### config.mk
export PLATFORM = sky130hd
export DESIGN_NAME = hall_odometer
export DESIGN_NICKNAME = d
export VERILOG_FILES = /design/src/rtl/hall_odometer.sv
export SDC_FILE = /design/constraint.sdc
export NUM_CORES = 1
export LEC_CHECK = 0
export BUFFER_PORTS_ARGS = -buffer_cell sky130_fd_sc_hd__buf_2
export CORE_AREA = 2 2 131 133
export CTS_CLUSTER_DIAMETER = 120
export DETAILED_ROUTE_END_ITERATION = 12
export DIE_AREA = 0 0 133 135
export HOLD_SLACK_MARGIN = 0.12
export SLEW_MARGIN = 20
export SYNTH_ARGS = -nofsm -noshare
export SYNTH_HDL_FRONTEND = slang
export SYNTH_SLANG_ARGS = --single-unit
export TNS_END_PERCENT = 100
### constraint.sdc
create_clock -name clk -period 2.35 [get_ports clk]
set_input_delay 0.47 -clock clk [delete_from_list [all_inputs] [get_ports clk]]
set_output_delay 0.47 -clock clk [all_outputs]
set_load 0.01 [all_outputs]
### src/rtl/hall_odometer.sv
// Hall-sensor odometer: synchronizes and debounces a raw hall level, counts
// accepted rising edges, measures the interval between them and flags stalls.
module hall_odometer #(
    parameter int CLK_PER_US = 50,
    parameter int DEB_US     = 500,
    parameter int STALL_US   = 500000
) (
    input  logic        clk,
    input  logic        rst,
    input  logic        hall,
    input  logic        clear,
    input  logic        count_en,
    input  logic [15:0] target_count,
    output logic [15:0] pulse_count,
    output logic [19:0] period_us,
    output logic        period_valid,
    output logic        stalled,
    output logic        hall_event,
    output logic        target_hit
);

    localparam int PW = (CLK_PER_US > 1) ? $clog2(CLK_PER_US) : 1;
    localparam int DW = (DEB_US > 0) ? $clog2(DEB_US + 1) : 1;
    localparam logic [PW-1:0] PRESC_MAX = PW'(CLK_PER_US - 1);
    localparam logic [DW-1:0] DEB_MAX   = DW'(DEB_US);
    localparam logic [19:0]   STALL_LIM = 20'(STALL_US);
    localparam logic [19:0]   TIMER_SAT = 20'hFFFFF;
    localparam logic [15:0]   COUNT_SAT = 16'hFFFF;

    typedef enum logic [1:0] {
        LOW,
        CHK_HIGH,
        HIGH,
        CHK_LOW
    } deb_state_e;

    logic            sync1_q, sync2_q;
    logic [PW-1:0]   presc_q, presc_d;
    logic            us_tick;
    deb_state_e      state_q, state_d;
    logic [DW-1:0]   deb_cnt_q, deb_cnt_d;
    logic [DW-1:0]   deb_inc;
    logic            rise_d;
    logic            hall_event_q;

    logic [15:0]     pulse_count_q, pulse_count_d;
    logic [19:0]     timer_q, timer_d;
    logic [19:0]     period_q, period_d;
    logic            valid_q, valid_d;
    logic            stalled_q, stalled_d;
    logic            prev_q, prev_d;
    logic            target_hit_q, target_hit_d;

    // Free-running microsecond prescaler.
    assign us_tick = (presc_q == PRESC_MAX);
    assign presc_d = us_tick ? '0 : presc_q + 1'b1;
    assign deb_inc = deb_cnt_q + 1'b1;

    // NOTE: every variable driven here gets a default first, so no path can infer a latch.
    always_comb begin
        state_d   = state_q;
        deb_cnt_d = deb_cnt_q;
        case (state_q)
            LOW: begin
                if (sync2_q) begin
                    state_d   = CHK_HIGH;
                    deb_cnt_d = '0;
                end
            end
            CHK_HIGH: begin
                if (!sync2_q) begin
                    state_d = LOW;
                end else if (us_tick) begin
                    deb_cnt_d = deb_inc;
                    if (deb_inc == DEB_MAX) state_d = HIGH;
                end
            end
            HIGH: begin
                if (!sync2_q) begin
                    state_d   = CHK_LOW;
                    deb_cnt_d = '0;
                end
            end
            CHK_LOW: begin
                if (sync2_q) begin
                    state_d = HIGH;
                end else if (us_tick) begin
                    deb_cnt_d = deb_inc;
                    if (deb_inc == DEB_MAX) state_d = LOW;
                end
            end
            default: state_d = LOW;
        endcase
    end

    // Only an accepted rising level is an event; the falling side is silent.
    assign rise_d = (state_q == CHK_HIGH) && (state_d == HIGH);

    always_comb begin
        pulse_count_d = pulse_count_q;
        timer_d       = timer_q;
        period_d      = period_q;
        valid_d       = valid_q;
        stalled_d     = stalled_q;
        prev_d        = prev_q;

        if (us_tick && (timer_q != TIMER_SAT)) timer_d = timer_q + 1'b1;

        if (clear) begin
            pulse_count_d = '0;
            timer_d       = '0;
            period_d      = '0;
            valid_d       = 1'b0;
            stalled_d     = 1'b0;
            prev_d        = 1'b0;
        end else if (hall_event_q) begin
            timer_d   = '0;
            stalled_d = 1'b0;
            prev_d    = 1'b1;
            if (count_en && (pulse_count_q != COUNT_SAT)) pulse_count_d = pulse_count_q + 1'b1;
            if (prev_q) begin
                period_d = timer_q;
                valid_d  = 1'b1;
            end
        end else if (timer_q >= STALL_LIM) begin
            // Dropping the previous-event flag makes the next event a first event.
            stalled_d = 1'b1;
            valid_d   = 1'b0;
            prev_d    = 1'b0;
        end

        target_hit_d = !clear && (pulse_count_d != pulse_count_q) &&
                       (pulse_count_d == target_count) && (target_count != 16'h0);
    end

    // NOTE: sequential state uses non-blocking assignments so all flops update together.
    always_ff @(posedge clk) begin
        if (rst) begin
            sync1_q       <= 1'b0;
            sync2_q       <= 1'b0;
            presc_q       <= '0;
            state_q       <= LOW;
            deb_cnt_q     <= '0;
            hall_event_q  <= 1'b0;
            pulse_count_q <= '0;
            timer_q       <= '0;
            period_q      <= '0;
            valid_q       <= 1'b0;
            stalled_q     <= 1'b0;
            prev_q        <= 1'b0;
            target_hit_q  <= 1'b0;
        end else begin
            sync1_q       <= hall;
            sync2_q       <= sync1_q;
            presc_q       <= presc_d;
            state_q       <= state_d;
            deb_cnt_q     <= deb_cnt_d;
            hall_event_q  <= rise_d;
            pulse_count_q <= pulse_count_d;
            timer_q       <= timer_d;
            period_q      <= period_d;
            valid_q       <= valid_d;
            stalled_q     <= stalled_d;
            prev_q        <= prev_d;
            target_hit_q  <= target_hit_d;
        end
    end

    assign pulse_count  = pulse_count_q;
    assign period_us    = period_q;
    assign period_valid = valid_q;
    assign stalled      = stalled_q;
    assign hall_event   = hall_event_q;
    assign target_hit   = target_hit_q;

endmodule

### Yosys cells after proc, flatten, opt, wreduce, memory -nomap -nowiden

Index checks and enable logic that the tools add are counted.

| cells by class | value |
|---|---|
| order comparisons | 1 |
| reductions and logical operators | 16 |
| add/subtract/negate cells | 4 |
| eq/ne operators | 15 |
| muxes and demuxes | 22 |

Operator list:

| cell | number |
|---|---|
| two-way mux 16 bit | 3 |
| two-way mux 9 bit | 5 |
| one-hot mux 9 bit (4 select lines) | 1 |
| adder 20 x 1 -> 20 bit, second input constant | 1 |
| greater-or-equal comparator 20 x 19 -> 1 bit, second input constant | 1 |
| inequality test 20 bit, second input constant | 1 |
| adder 16 x 1 -> 16 bit, second input constant | 1 |
| == test 16 bit | 1 |
| two-way mux 2 bit | 8 |
| inequality test 16 bit | 1 |
| inequality test 16 bit, second input constant | 1 |
| nonzero test 16 bit | 1 |
| adder 9 x 1 -> 9 bit, second input constant | 1 |
| == test 9 bit, second input constant | 1 |
| inequality test 2 bit, second input constant | 4 |
| one-hot mux 2 bit (4 select lines) | 1 |
| adder 6 x 1 -> 6 bit, second input constant | 1 |
| == test 2 bit, second input constant | 3 |
| == test 6 bit, second input constant | 1 |
| logical AND 1 bit | 6 |
| two-way mux 1 bit | 4 |
| AND reduction 2 bit | 2 |
| AND reduction 4 bit | 1 |
| OR reduction 2 bit | 2 |
| other kinds (6) | 6 |

| storage, ports and cells | value |
|---|---|
| word-level logic and storage cells | 71 |
| output and inout port bits | 40 |
| register bits after elaboration | 80 |

### Depth between registers and ports, before layout

| depth | value |
|---|---|
| word-level depth | 9 |
| depth in mapped cells | 9 |

### Worst setup path after synthesis

OpenSTA, ideal clock, no wires.

| timing | value |
|---|---|
| kind | reg-to-reg |
| from | register hall_event_q (netlist: hall_event) |
| to | register target_hit_q (netlist: target_hit) |
| stages on the path, launching flop included | 9 |
| buffers on the path | 1 |
| path slack | 69 ps |
| setup time | 130 ps |
| data required time | 2220 ps |
| arrival | 2151 ps |
| cell sequence | dfxtp_1 buf_4 and3_1 nand4_1 nor4_1 xor2_1 mux4_1 o32ai_1 nor4_2 |

| on the way | value |
|---|---|
| longest elaborated chain between the ends | 6 |
| elaborated cells between the ends (all ways) | 7 |
| those cells by class | 2 x eq/ne; 2 x mux; 3 x reduce/logical |

Ends and longest elaborated chain:

| what | line | RTL |
|---|---|---|
| from (decl) | 44 | `logic hall_event_q;` |
| from (signal assigned) | 158 | `hall_event_q <= rise_d;` |
| two-way mux 16 bit * | 116 | `end else if (hall_event_q) begin` |
| two-way mux 16 bit * | 109 | `if (clear) begin` |
| inequality test 16 bit | 132 | `target_hit_d = !clear && (pulse_count_d != pulse_count_q) &&` |
| logical AND 1 bit | 132 |  |
| logical AND 1 bit * | 132 |  |
| logical AND 1 bit * | 133 | `(pulse_count_d == target_count) && (target_count != 16'h0);` |
| to (signal assigned) | 165 | `target_hit_q <= target_hit_d;` |
| to (decl) | 52 | `logic target_hit_q, target_hit_d;` |

Every way passes the cells marked *; elsewhere a longest branch is shown, timed or not.
A chain may end at the register's enable or synchronous reset.

### Worst setup path after layout

| timing | value |
|---|---|
| from | register pulse_count_q[6] (netlist: pulse_count[6]) |
| to | register target_hit_q (netlist: target_hit) |

| on the way | value |
|---|---|
| longest elaborated chain between the ends | 9 |
| elaborated cells between the ends (all ways) | 11 |
| those cells by class | 1 x add/sub; 3 x eq/ne; 3 x mux; 4 x reduce/logical |

Ends and longest elaborated chain:

| what | line | RTL |
|---|---|---|
| from (decl) | 46 | `logic [15:0] pulse_count_q, pulse_count_d;` |
| from (signal assigned) | 159 | `pulse_count_q <= pulse_count_d;` |
| branches (longest 7 deep; another with adder 16 x 1 -> 16 bit) | -- |  |
| logical AND 1 bit * | 132 |  |
| logical AND 1 bit * | 133 |  |

Mark *: on every way between the ends.

==> results.md <==
- WP data arrival: 2550 ps
- Hold_ws: 359 ps
- Area Overhead vs Synth: 28.1%
- Setup TNS: 0 ps
- Clk slew on worst S/H paths: 60 ps
- Initial Util: between 20% and 30%
- Area share of fa/ha/maj cells after synthesis: 1.83%
- Fin. Hold Viols: 0
- Crit-path cells: nand4_4 -> nor4_4 -> buf_4 -> nor2_2 -> mux2i_1 -> mux4_1 -> o32ai_1 -> nor4_2
- Fmax: around 0.43 GHz
- Most used routing layer: met2
- Die width: 133 um
- Vias in the first global route: approximately 3600
- Status: complete, no violations
- Dpl hpwl: 8.37 mm
- Max Root-Sink Buffers: 2
- Final Cycle Share: 98.6%
- HP Class: in -> reg
- CP max stage delay: roughly 400 ps
- Max-capacitance violation count: 0
- Core region area: 0.0164 mm2
- Slowest cell on the critical path: dfxtp_1
- First-pass DRT Iterations: 4
- Synth Net Count: 527
- Synth Area in XOR/XNOR: between 7 and 8%
- Met3 Track Usage GR: 4.32%
- Peak VDD IR: 0.333 mV
- PnR worst setup slack: ~32 ps
- Antenna violations before repair: 1
- Fraction of the mapped netlist area in compound gates: 10.8%
- Final Max Tran Viols: 0
- WL/cell: 13.3 um
- Sequential share of the synthesized area: 39.1%
- Skew-Pair Late Insertion Delay: 340 ps
- Total global routing overflow: 0
- Cts bufs inserted: 9
- DRC violations left: 0
- Detail Route Antenna Nets: 0
- WS Path Type: reg -> reg
- Placed cell area: 0.00493 mm2
- FFs w/ async S/R, synth: 0%
- Rows: 47
- Total clock sinks: 80
- Post-CTS Setup Repair Bufs: 0
- Root buf cell: clkbuf_16
- Non-Filler Cell Area, Final: 0.00525 mm2
- Most frequent cells in the layout: 80 x dfxtp_1, 70 x nand2_1, 66 x nor2_1
- Share of layout cells above drive strength 1: 24.6%
- Routing usage on met1: 15.0%
- DRT Wirelength: 10.9 mm
- Crit. End Element: register
- Yosys warning count: 0
- Period minus WS final: around 2300 ps
- Pleak: 0.00198 uW
- CTS tree: yes
- Global-route wire length before repair: 17.9 mm
- Leading cell type in the layout, fill and taps excluded: dfxtp_1
- Mapped cell area: roughly 0.0041 mm2
- Gpl congestion: 0.847
- Detailed router's first-iteration violation count: 166
- Via/cell ratio: 4.60
- Synth Area in Simple Gates: 34.5%
- Slew HR: roughly 52%
- Die area: 0.0180 mm2
- Final Setup Violations: 0
- Die height: about 140 um
- Clock skew: 8.89 ps
- Syn_area_per_cell: 8.19 um2
- Worst slew pin tran: 716 ps
- CP max FO: 13
- Post-synthesis mux area share: 2.78%
- H-Tree Depth: 3
- Crit path launch type: register
- Num ports: 61
- Synthesized flop and latch total: 80
- Unrepaired setup endpoints after global routing: true
- Met2 Usage GRT: 21.4%
- All-Layer GR Usage: approximately an eighth
- Pwr Density: 537 mW/mm2
- Final #Nets: 623
- Post-synthesis instance total: 500
- DP Worst Slack: -183 ps
- Top_reg_cell synth: dfxtp_1
- CP required: roughly 2600 ps
- # port buffers: 60
- Largest family of logic cells by synthesized area: simple AND/OR/NAND/NOR gates
- Routed vias: 3784
- Hold buffer count at cts: 0
- Pin count of the biggest net entering global routing: 22
- Post-synth EDFFs: 0
- Distinct cell type count after synthesis: 59
## synthesized netlist by cell type (12+ instances only)
| master | instances | area [um2] |
|---|---|---|
| a21oi_1 | 33 | 165 |
| nand4_1 | 12 | 75.1 |
| nor3_1 | 20 | 100 |
| xnor2_1 | 14 | 123 |
| nand3_1 | 21 | 105 |
| xor2_1 | 17 | 149 |
| clkbuf_1 | 17 | 63.8 |
| nor2_1 | 66 | 248 |
| nand2_1 | 70 | 263 |
| dfxtp_1 | 80 | 1600 |
| nor4_1 | 14 | 87.6 |
## through the flow
stage	cells	utilization (%)	power [uW]
floorplan	500	-	1460
global placement	805	30.0	1520
detailed placement	805	30.0	1520
CTS	821	31.8	2860
global route	822	32.0	2930
finish	822	32.0	2820
## kinds of logic after synthesis
kind of cell               after synthesis
AOI/OAI and AO/OA                       70
buffers and inverters                   32
and+or+nand+nor                        271
xor gates and xnor gates                33
DFF                                     80
muxes                                    8
adders and majority gates                6
## report_power, final
part | switching, uW | internal, uW
clock | 581 | 748
combinational | 72.2 | 49.6
sequential | 6.02 | 1360
total | 659 | 2160
## worst paths after layout
| kind | from | slack [ps] | depth (start not counted) | to |
|---|---|---|---|---|
| worst max-delay path | pulse_count[6] | 30 | 8 | target_hit |
| worst min-delay path | hall | 360 | 2 | sync1_q |
| worst max register to register | pulse_count[6] | 30 | 8 | target_hit |
| worst min register to register | sync1_q | 440 | 1 | sync2_q |
## final cells by class
type	instances	area, um2
inverters	10	37.5
repair buffers	107	653
fillers	1744	11200
clock buffers	10	239
flip-flops and latches	80	1600
diodes	1	2.50
clock inverters	6	41.3
multi-input cells	388	2400
well taps	220	275
## critical path, delay by kind of cell, from the launching register on
kind / cells / cell delay, ps
compound gates: 1 / 150
mux: 2 / 680
buf+inv: 1 / 240
simple gates: 4 / 720
flops: 1 / 390
## repair_timing
| action | CTS | global route |
|---|---|---|
| resized for setup | 1 | 6 |
| pin swaps | 0 | 1 |
| gates cloned | 0 | 0 |
| setup endpoints to repair | 1 | 2 |
## flip-flops by register name, indices dropped and copies added (netlist names), 2 cells and up
name / count
timer_q: 20
pulse_count: 16
state_q: 2
period_us: 20
presc_q: 6
deb_cnt_q: 9
## layer usage
| metal | vias to the layer above | routed length [um] | share of wire (%) |
|---|---|---|---|
| met5 | - | 0 | 0 |
| li1 | 1956 | - | - |
| met1 | 1748 | 4950 | 45 |
| met3 | 9 | 573 | 5.2 |
| met2 | 71 | 5260 | 48 |
| met4 | 0 | 150 | 1.4 |
(Power assumes the default switching activity.)
